--- config.mk ---
export PLATFORM = sky130hd
export DESIGN_NAME = fir_decim_fifo_flat
export DESIGN_NICKNAME = d
export VERILOG_FILES = /design/src/rtl/fir_decim_fifo_if.sv /design/src/rtl/fir_decim_fifo.sv /design/src/flat_wrapper.sv
export SDC_FILE = /design/constraint.sdc
export NUM_CORES = 1
export LEC_CHECK = 0
export ABC_AREA = 1
export CAP_MARGIN = 20
export CORE_MARGIN = 8
export CORE_UTILIZATION = 50
export CTS_CLUSTER_DIAMETER = 60
export DETAILED_ROUTE_END_ITERATION = 10
export PLACE_DENSITY = 0.77
export SLEW_MARGIN = 30
export SYNTH_ARGS = -nofsm -noshare
export SYNTH_HDL_FRONTEND = slang
export SYNTH_SLANG_ARGS = --single-unit
--- constraint.sdc ---
create_clock -name fclk -period 1.8 [get_ports fclk]
set_input_delay 0.18 -clock fclk [delete_from_list [all_inputs] [get_ports fclk]]
set_output_delay 0.18 -clock fclk [all_outputs]
set_load 0.005 [all_outputs]
--- src/rtl/fir_decim_fifo_if.sv ---
// Sample/handshake bundle between the FIR, the decimating output stage and the downstream consumer.
// The bench or upstream logic takes the master modport; fir_decim_fifo takes the slave modport.
interface fir_decim_fifo_if #(
  parameter int DATA_W = 32,
  parameter int OUT_W  = 16,
  parameter int DEPTH  = 8
);
  localparam int LW = $clog2(DEPTH) + 1;

  logic [DATA_W-1:0] din;
  logic              din_en;
  logic [OUT_W-1:0]  dout;
  logic              dout_valid;
  logic              dout_ready;
  logic [LW-1:0]     level;
  logic              overflow;
  logic              clr_ovf;

  modport master (
    output din, din_en, dout_ready, clr_ovf,
    input  dout, dout_valid, level, overflow
  );

  modport slave (
    input  din, din_en, dout_ready, clr_ovf,
    output dout, dout_valid, level, overflow
  );
endinterface

--- src/rtl/fir_decim_fifo.sv ---
// FIR output stage: keeps 1 of DECIM qualified samples, rounds and saturates to OUT_W bits,
// and buffers the result in a first-word-fall-through FIFO with a sticky overflow flag.
module fir_decim_fifo #(
  parameter int DATA_W = 32,
  parameter int OUT_W  = 16,
  parameter int SHIFT  = 16,
  parameter int DECIM  = 4,
  parameter int DEPTH  = 8
) (
  input logic            fclk,
  input logic            reset,
  fir_decim_fifo_if.slave bus
);
  localparam int AW = $clog2(DEPTH);
  localparam int LW = AW + 1;
  localparam int PW = (DECIM > 1) ? $clog2(DECIM) : 1;

  localparam logic signed [DATA_W:0] RND    = (DATA_W+1)'(1) << (SHIFT-1);
  localparam logic signed [DATA_W:0] SAT_HI = ((DATA_W+1)'(1) << (OUT_W-1)) - (DATA_W+1)'(1);
  localparam logic signed [DATA_W:0] SAT_LO = ~SAT_HI;

  logic [PW-1:0]           phase;
  logic                    keep;
  logic signed [DATA_W:0]  t;
  logic signed [DATA_W:0]  r;
  logic [OUT_W-1:0]        conv_nxt;
  logic [OUT_W-1:0]        conv_data;
  logic                    conv_vld;

  logic [OUT_W-1:0]        mem [DEPTH];
  logic [AW-1:0]           wr_ptr;
  logic [AW-1:0]           rd_ptr;
  logic [LW-1:0]           level;
  logic                    full;
  logic                    empty;
  logic                    rd;
  logic                    wr;
  logic                    drop;
  logic                    overflow;

  assign keep = bus.din_en && (phase == '0);

  // Phase only moves on qualified samples, so din_en gaps don't skew the decimation grid.
  always_ff @(posedge fclk) begin
    if (!reset)
      phase <= '0;
    else if (bus.din_en)
      phase <= (phase == PW'(DECIM-1)) ? '0 : phase + PW'(1);
  end

  // Sign-extend one bit so adding the half-LSB can never wrap.
  always_comb begin
    t = $signed({bus.din[DATA_W-1], bus.din}) + RND;
    r = t >>> SHIFT;
    if (r > SAT_HI)
      conv_nxt = SAT_HI[OUT_W-1:0];
    else if (r < SAT_LO)
      conv_nxt = SAT_LO[OUT_W-1:0];
    else
      conv_nxt = r[OUT_W-1:0];
  end

  always_ff @(posedge fclk) begin
    if (!reset) begin
      conv_vld  <= 1'b0;
      conv_data <= '0;
    end else begin
      conv_vld  <= keep;
      if (keep)
        conv_data <= conv_nxt;
    end
  end

  assign full  = (level == LW'(DEPTH));
  assign empty = (level == '0);
  assign rd    = !empty && bus.dout_ready;
  // A read on the same edge frees the head slot, so a write into a full FIFO is still legal.
  assign wr    = conv_vld && (!full || rd);
  assign drop  = conv_vld && full && !rd;

  always_ff @(posedge fclk) begin
    if (wr)
      mem[wr_ptr] <= conv_data;
  end

  always_ff @(posedge fclk) begin
    if (!reset) begin
      wr_ptr   <= '0;
      rd_ptr   <= '0;
      level    <= '0;
      overflow <= 1'b0;
    end else begin
      if (wr)
        wr_ptr <= wr_ptr + AW'(1);
      if (rd)
        rd_ptr <= rd_ptr + AW'(1);
      case ({wr, rd})
        2'b10:   level <= level + LW'(1);
        2'b01:   level <= level - LW'(1);
        default: level <= level;
      endcase
      if (drop)
        overflow <= 1'b1;
      else if (bus.clr_ovf)
        overflow <= 1'b0;
    end
  end

  assign bus.dout_valid = !empty;
  assign bus.dout       = empty ? '0 : mem[rd_ptr];
  assign bus.level      = level;
  assign bus.overflow   = overflow;
endmodule

--- src/flat_wrapper.sv ---
// flat-port wrapper written by rule: the top's interface ports become plain ports
module fir_decim_fifo_flat 
#(
  parameter int DATA_W = 32,
  parameter int OUT_W  = 16,
  parameter int SHIFT  = 16,
  parameter int DECIM  = 4,
  parameter int DEPTH  = 8
)
  (fclk, reset, bus_din, bus_din_en, bus_dout_ready, bus_clr_ovf, bus_dout, bus_dout_valid, bus_level, bus_overflow);
  fir_decim_fifo_if #(.DATA_W(DATA_W), .OUT_W(OUT_W), .DEPTH(DEPTH)) bus_i ();
  input logic fclk;
  input logic reset;
  input wire logic [$bits(bus_i.din)-1:0] bus_din;
  input wire logic [$bits(bus_i.din_en)-1:0] bus_din_en;
  input wire logic [$bits(bus_i.dout_ready)-1:0] bus_dout_ready;
  input wire logic [$bits(bus_i.clr_ovf)-1:0] bus_clr_ovf;
  output wire logic [$bits(bus_i.dout)-1:0] bus_dout;
  output wire logic [$bits(bus_i.dout_valid)-1:0] bus_dout_valid;
  output wire logic [$bits(bus_i.level)-1:0] bus_level;
  output wire logic [$bits(bus_i.overflow)-1:0] bus_overflow;
  assign bus_i.din = bus_din;
  assign bus_i.din_en = bus_din_en;
  assign bus_i.dout_ready = bus_dout_ready;
  assign bus_i.clr_ovf = bus_clr_ovf;
  assign bus_dout = bus_i.dout;
  assign bus_dout_valid = bus_i.dout_valid;
  assign bus_level = bus_i.level;
  assign bus_overflow = bus_i.overflow;
  fir_decim_fifo #(.DATA_W(DATA_W), .OUT_W(OUT_W), .SHIFT(SHIFT), .DECIM(DECIM), .DEPTH(DEPTH)) u_core (.fclk(fclk), .reset(reset), .bus(bus_i));
endmodule
==> metrics.md <==
| Metric | Value |
|---|---|
| Logic pwr share | `36.9%` |
| Final hold vios | `0` |
| TritonCTS Buffers | `17` |
| Fin nets | `812` |
| Min-delay src | `bus_din_en` |
| Syn Nets | `686` |
| Peak Freq | `0.500 GHz` |
| Final Max Tran Viols | `0` |
| Share of cells above drive strength 1 | `25.5%` |
| Measured slew at the worst slew-check pin | `0.420 ns` |
| Hold Path Cell Cnt | `3` |
| Reg2reg start | `u_core.bus.level[0]` |
| Detailed-route wire length per cell | `17.5 um` |
| Yosys warning count | `0` |
| Synth-to-Final Area Change | `32.6%` |
| Unrepaired setup endpoints after global routing | `true` |
| Crit Reg-Reg Endpoint | `u_core.bus.level[3]` |
| Largest net degree at the start of global routing | `27` |
| Total core area | `13700 um^2` |
| Worst-Skew Late Latency | `0.43 ns` |
| Cell repeated most along the worst path | `o21ai_1` |
| Synth Instances | `640` |
| Fin crit share | `111%` |
| Critical Path AT | `1.82 ns` |
| Via Count | `5235` |
| Setup TNS | `-1.86 ns` |
| Yosys reg bits | `161` |
| Post-layout util | `66.8%` |
| CP startpoint kind | `flop` |
| Clock power share | `28.7%` |
| Critical path's slowest cell | `dfxtp_4` |
| Vias per cell | `5.46` |
| Max IR drop VDD | `0.836 mV` |
| Smallest hold slack | `0.376 ns` |
| Leak pwr | `3.41 nW` |
| CP Class | `flop to output port` |
| Clock skew | `0.00836 ns` |
| Cell Chain, Critical Path | `buf_6, buf_8, nor2_2, nor2_1, o21ai_1, o21ai_1, o21ai_1, a31oi_1, buf_2` |
| Setup WS post-layout | `-0.199 ns` |
| Path category of the worst min-delay check | `input port to flop` |
| R2r worst-path depth | `13` |
| Critical Path RT | `1.62 ns` |
| Total Routing Usage GR | `18.7%` |
| Placed Cells | `909` |
| Placer Congestion | `0.867` |
| Syn Area/Cell | `10.8 um^2` |
| PD cells | `1410 nW/um^2` |
| Htree depth | `4` |
| # diodes | `0` |
| Flop2flop setup slack | `0.01 ns` |
| Initial antenna violation count | `0` |
| Final setup viols | `16` |
| Worst path top cell family by delay | `compound AO/OA/AOI/OAI gates` |
| Sequential power share | `34.5%` |
| Failing checks | `negative setup slack` |
| Slew HR | `71.9%` |
| Final wirelength | `16800 um` |
| Wire length of the first global-routing pass | `26100 um` |
| Cell Area, Synth | `6890 um^2` |
| CTS sink cnt | `161` |
| Min cycle time layout | `2.00 ns` |
| DRT antenna net count | `0` |
| Die height | `133 um` |
| Status | `finished, violations left` |
| Die ar. | `17800 um^2` |
| Detail Placement HPWL | `10300 um` |
| Grt ovf | `0` |
| Vias in the first global route | `5264` |
| Initial Utilization | `50.4%` |
| Die Wd | `133 um` |
| Sequential fraction of the synthesis area | `65.4%` |
| Crit path buffers/inverters | `3` |
| Remaining DRCs | `0` |
| CTS Hold Buffers Added | `0` |
| Number of port buffers | `43` |
| Final Non-Filler Cells | `959` |
| Slowest cell delay on critical path | `0.41 ns` |
| Max-cap violation count | `0` |
| TritonCTS clock tree | `yes` |
| CTS max path bufs | `2` |
| Worst slack at placement | `-0.295 ns` |
| Switching part of the total power | `32.1%` |
| Fill cells | `1009` |
| NetSw | `4.13 mW` |
| Int Power | `8.74 mW` |
| Root Buffer Master | `clkbuf_16` |
| Crit-path max FO | `6` |
| WHS Endpoint | `u_core.conv_vld` |
| Post-route cell area | `9130 um^2` |
| Worst Setup End Kind | `output port` |
| Drt initial violations | `577` |
| CTS clk-pin slew, worst paths | `0.07 ns` |
| Yosys cell types | `29` |
| FP Rows | `43` |
| Top-level I/O count | `59` |
| Placed cell areas | `8190 um^2` |
| Power Total | `12.9 mW` |
| Drt first pass iters | `7` |
layout make-up:
cell class / count / area [um^2] / area share, %
Sequential cell: 161 / 4510 / 49.4
Multi-Input combinational cell: 415 / 2270 / 24.9
Timing Repair Buffer: 134 / 1370 / 15.0
Clock buffer: 17 / 425 / 4.66
Tap cell: 180 / 225 / 2.47
Clock inverter: 15 / 184 / 2.01
Inverter: 37 / 141 / 1.55
worst max-delay path by stage:
stage | start | to | cells past startpoint
after floorplan | u_core.bus.level[1] | u_core.mem[0][0] | 6
after global routing | flop | bus_dout[6] | 9
final | flop | bus_dout[6] | 9
after global placement | bus_dout_ready | u_core.bus.level[3] | 14
after CTS | flop | bus_dout[6] | 8
after detailed placement | bus_dout_ready | u_core.bus.level[3] | 14
synthesized netlist by cell type, drive strengths merged:
library cell  number  area [um^2]
nand3b             1         7.51
fa                 1         20.0
o21bai             1         7.51
nand2             57          231
xor2               7         61.3
nor3               3         15.0
inv               37          139
buf               10         63.8
xnor2              6         52.6
a31oi             16          100
nand3             15         80.1
clkbuf            17         63.8
a21oi             29          250
dfxtp             33          661
nor2             148          571
ha                 8          100
edfxtp           128         3840
o21ai            120          601
nand4              3         18.8
power by group through the flow:
stage	logic (mW)	clock network, mW	registers (mW)
finish	4.75	3.69	4.44
global route	5.13	3.89	4.45
CTS	4.43	3.73	4.42
detailed placement	3.95	0	4.48
global placement	3.85	0	4.46
floorplan	1.95	0	4.42
timing repair:
| action | in CTS | in global routing |
|---|---|---|
| setup buffers | 14 | 3 |
| endpoints found under the setup margin | 18 | 79 |
| pin swaps | 23 | 19 |
| gates cloned | 3 | 0 |
| gates resized for setup | 135 | 38 |
routing by layer:
metal | up-vias | global-route usage [%] | part of all wire, %
li1 | 2482 | - | -
met1 | 2493 | 22.8 | 42
met2 | 230 | 30.9 | 49
met3 | 30 | 4.89 | 7.3
met4 | 0 | 7.42 | 2.1
met5 | - | 0 | 0
placed cells by master (no fill, tap or decap), types with 6 or more instances in the layout:
cell,synthesis,final
xor2_1,7,7
nand2_1,54,50
o21ai_2,0,10
nor2_2,0,13
buf_2,8,16
buf_12,1,18
xnor2_1,6,6
a21oi_4,9,9
edfxtp_1,128,128
o21ai_0,103,57
clkbuf_16,0,17
a31oi_1,16,16
buf_6,0,6
buf_4,0,61
a21oi_1,19,19
clkdlybuf4s50_1,0,26
nor2_1,146,131
inv_1,34,31
nand3_1,14,12
o21ai_1,17,53
dfxtp_1,33,29
worst min-delay path, cell delays in order:
cell	delay (ns)
clkdlybuf4s50_1	0.42
nand2_1	0.11
nor2_1	0.04
logic make-up (layout without fill, tap and decap cells):
kind of cell | Yosys count | count (layout) | synth area share, %
simple gates | 227 | 227 | 13.4
fa+ha+maj | 9 | 9 | 1.74
flops | 161 | 161 | 65.4
compound gates | 166 | 166 | 13.9
xor+xnor | 13 | 13 | 1.65
buf+inv | 64 | 203 | 3.87
state kept, by name, indices dropped and copies added (netlist names), named ones only:
| name | cells |
|---|---|
| u_core.conv_data | 16 |
| u_core.bus.level | 4 |
| u_core.mem | 128 |
| u_core.phase | 2 |
| u_core.wr_ptr | 3 |
| u_core.bus.overflow | 1 |
| u_core.rd_ptr | 3 |
| u_core.conv_vld | 1 |
(Power assumes the default switching activity.)
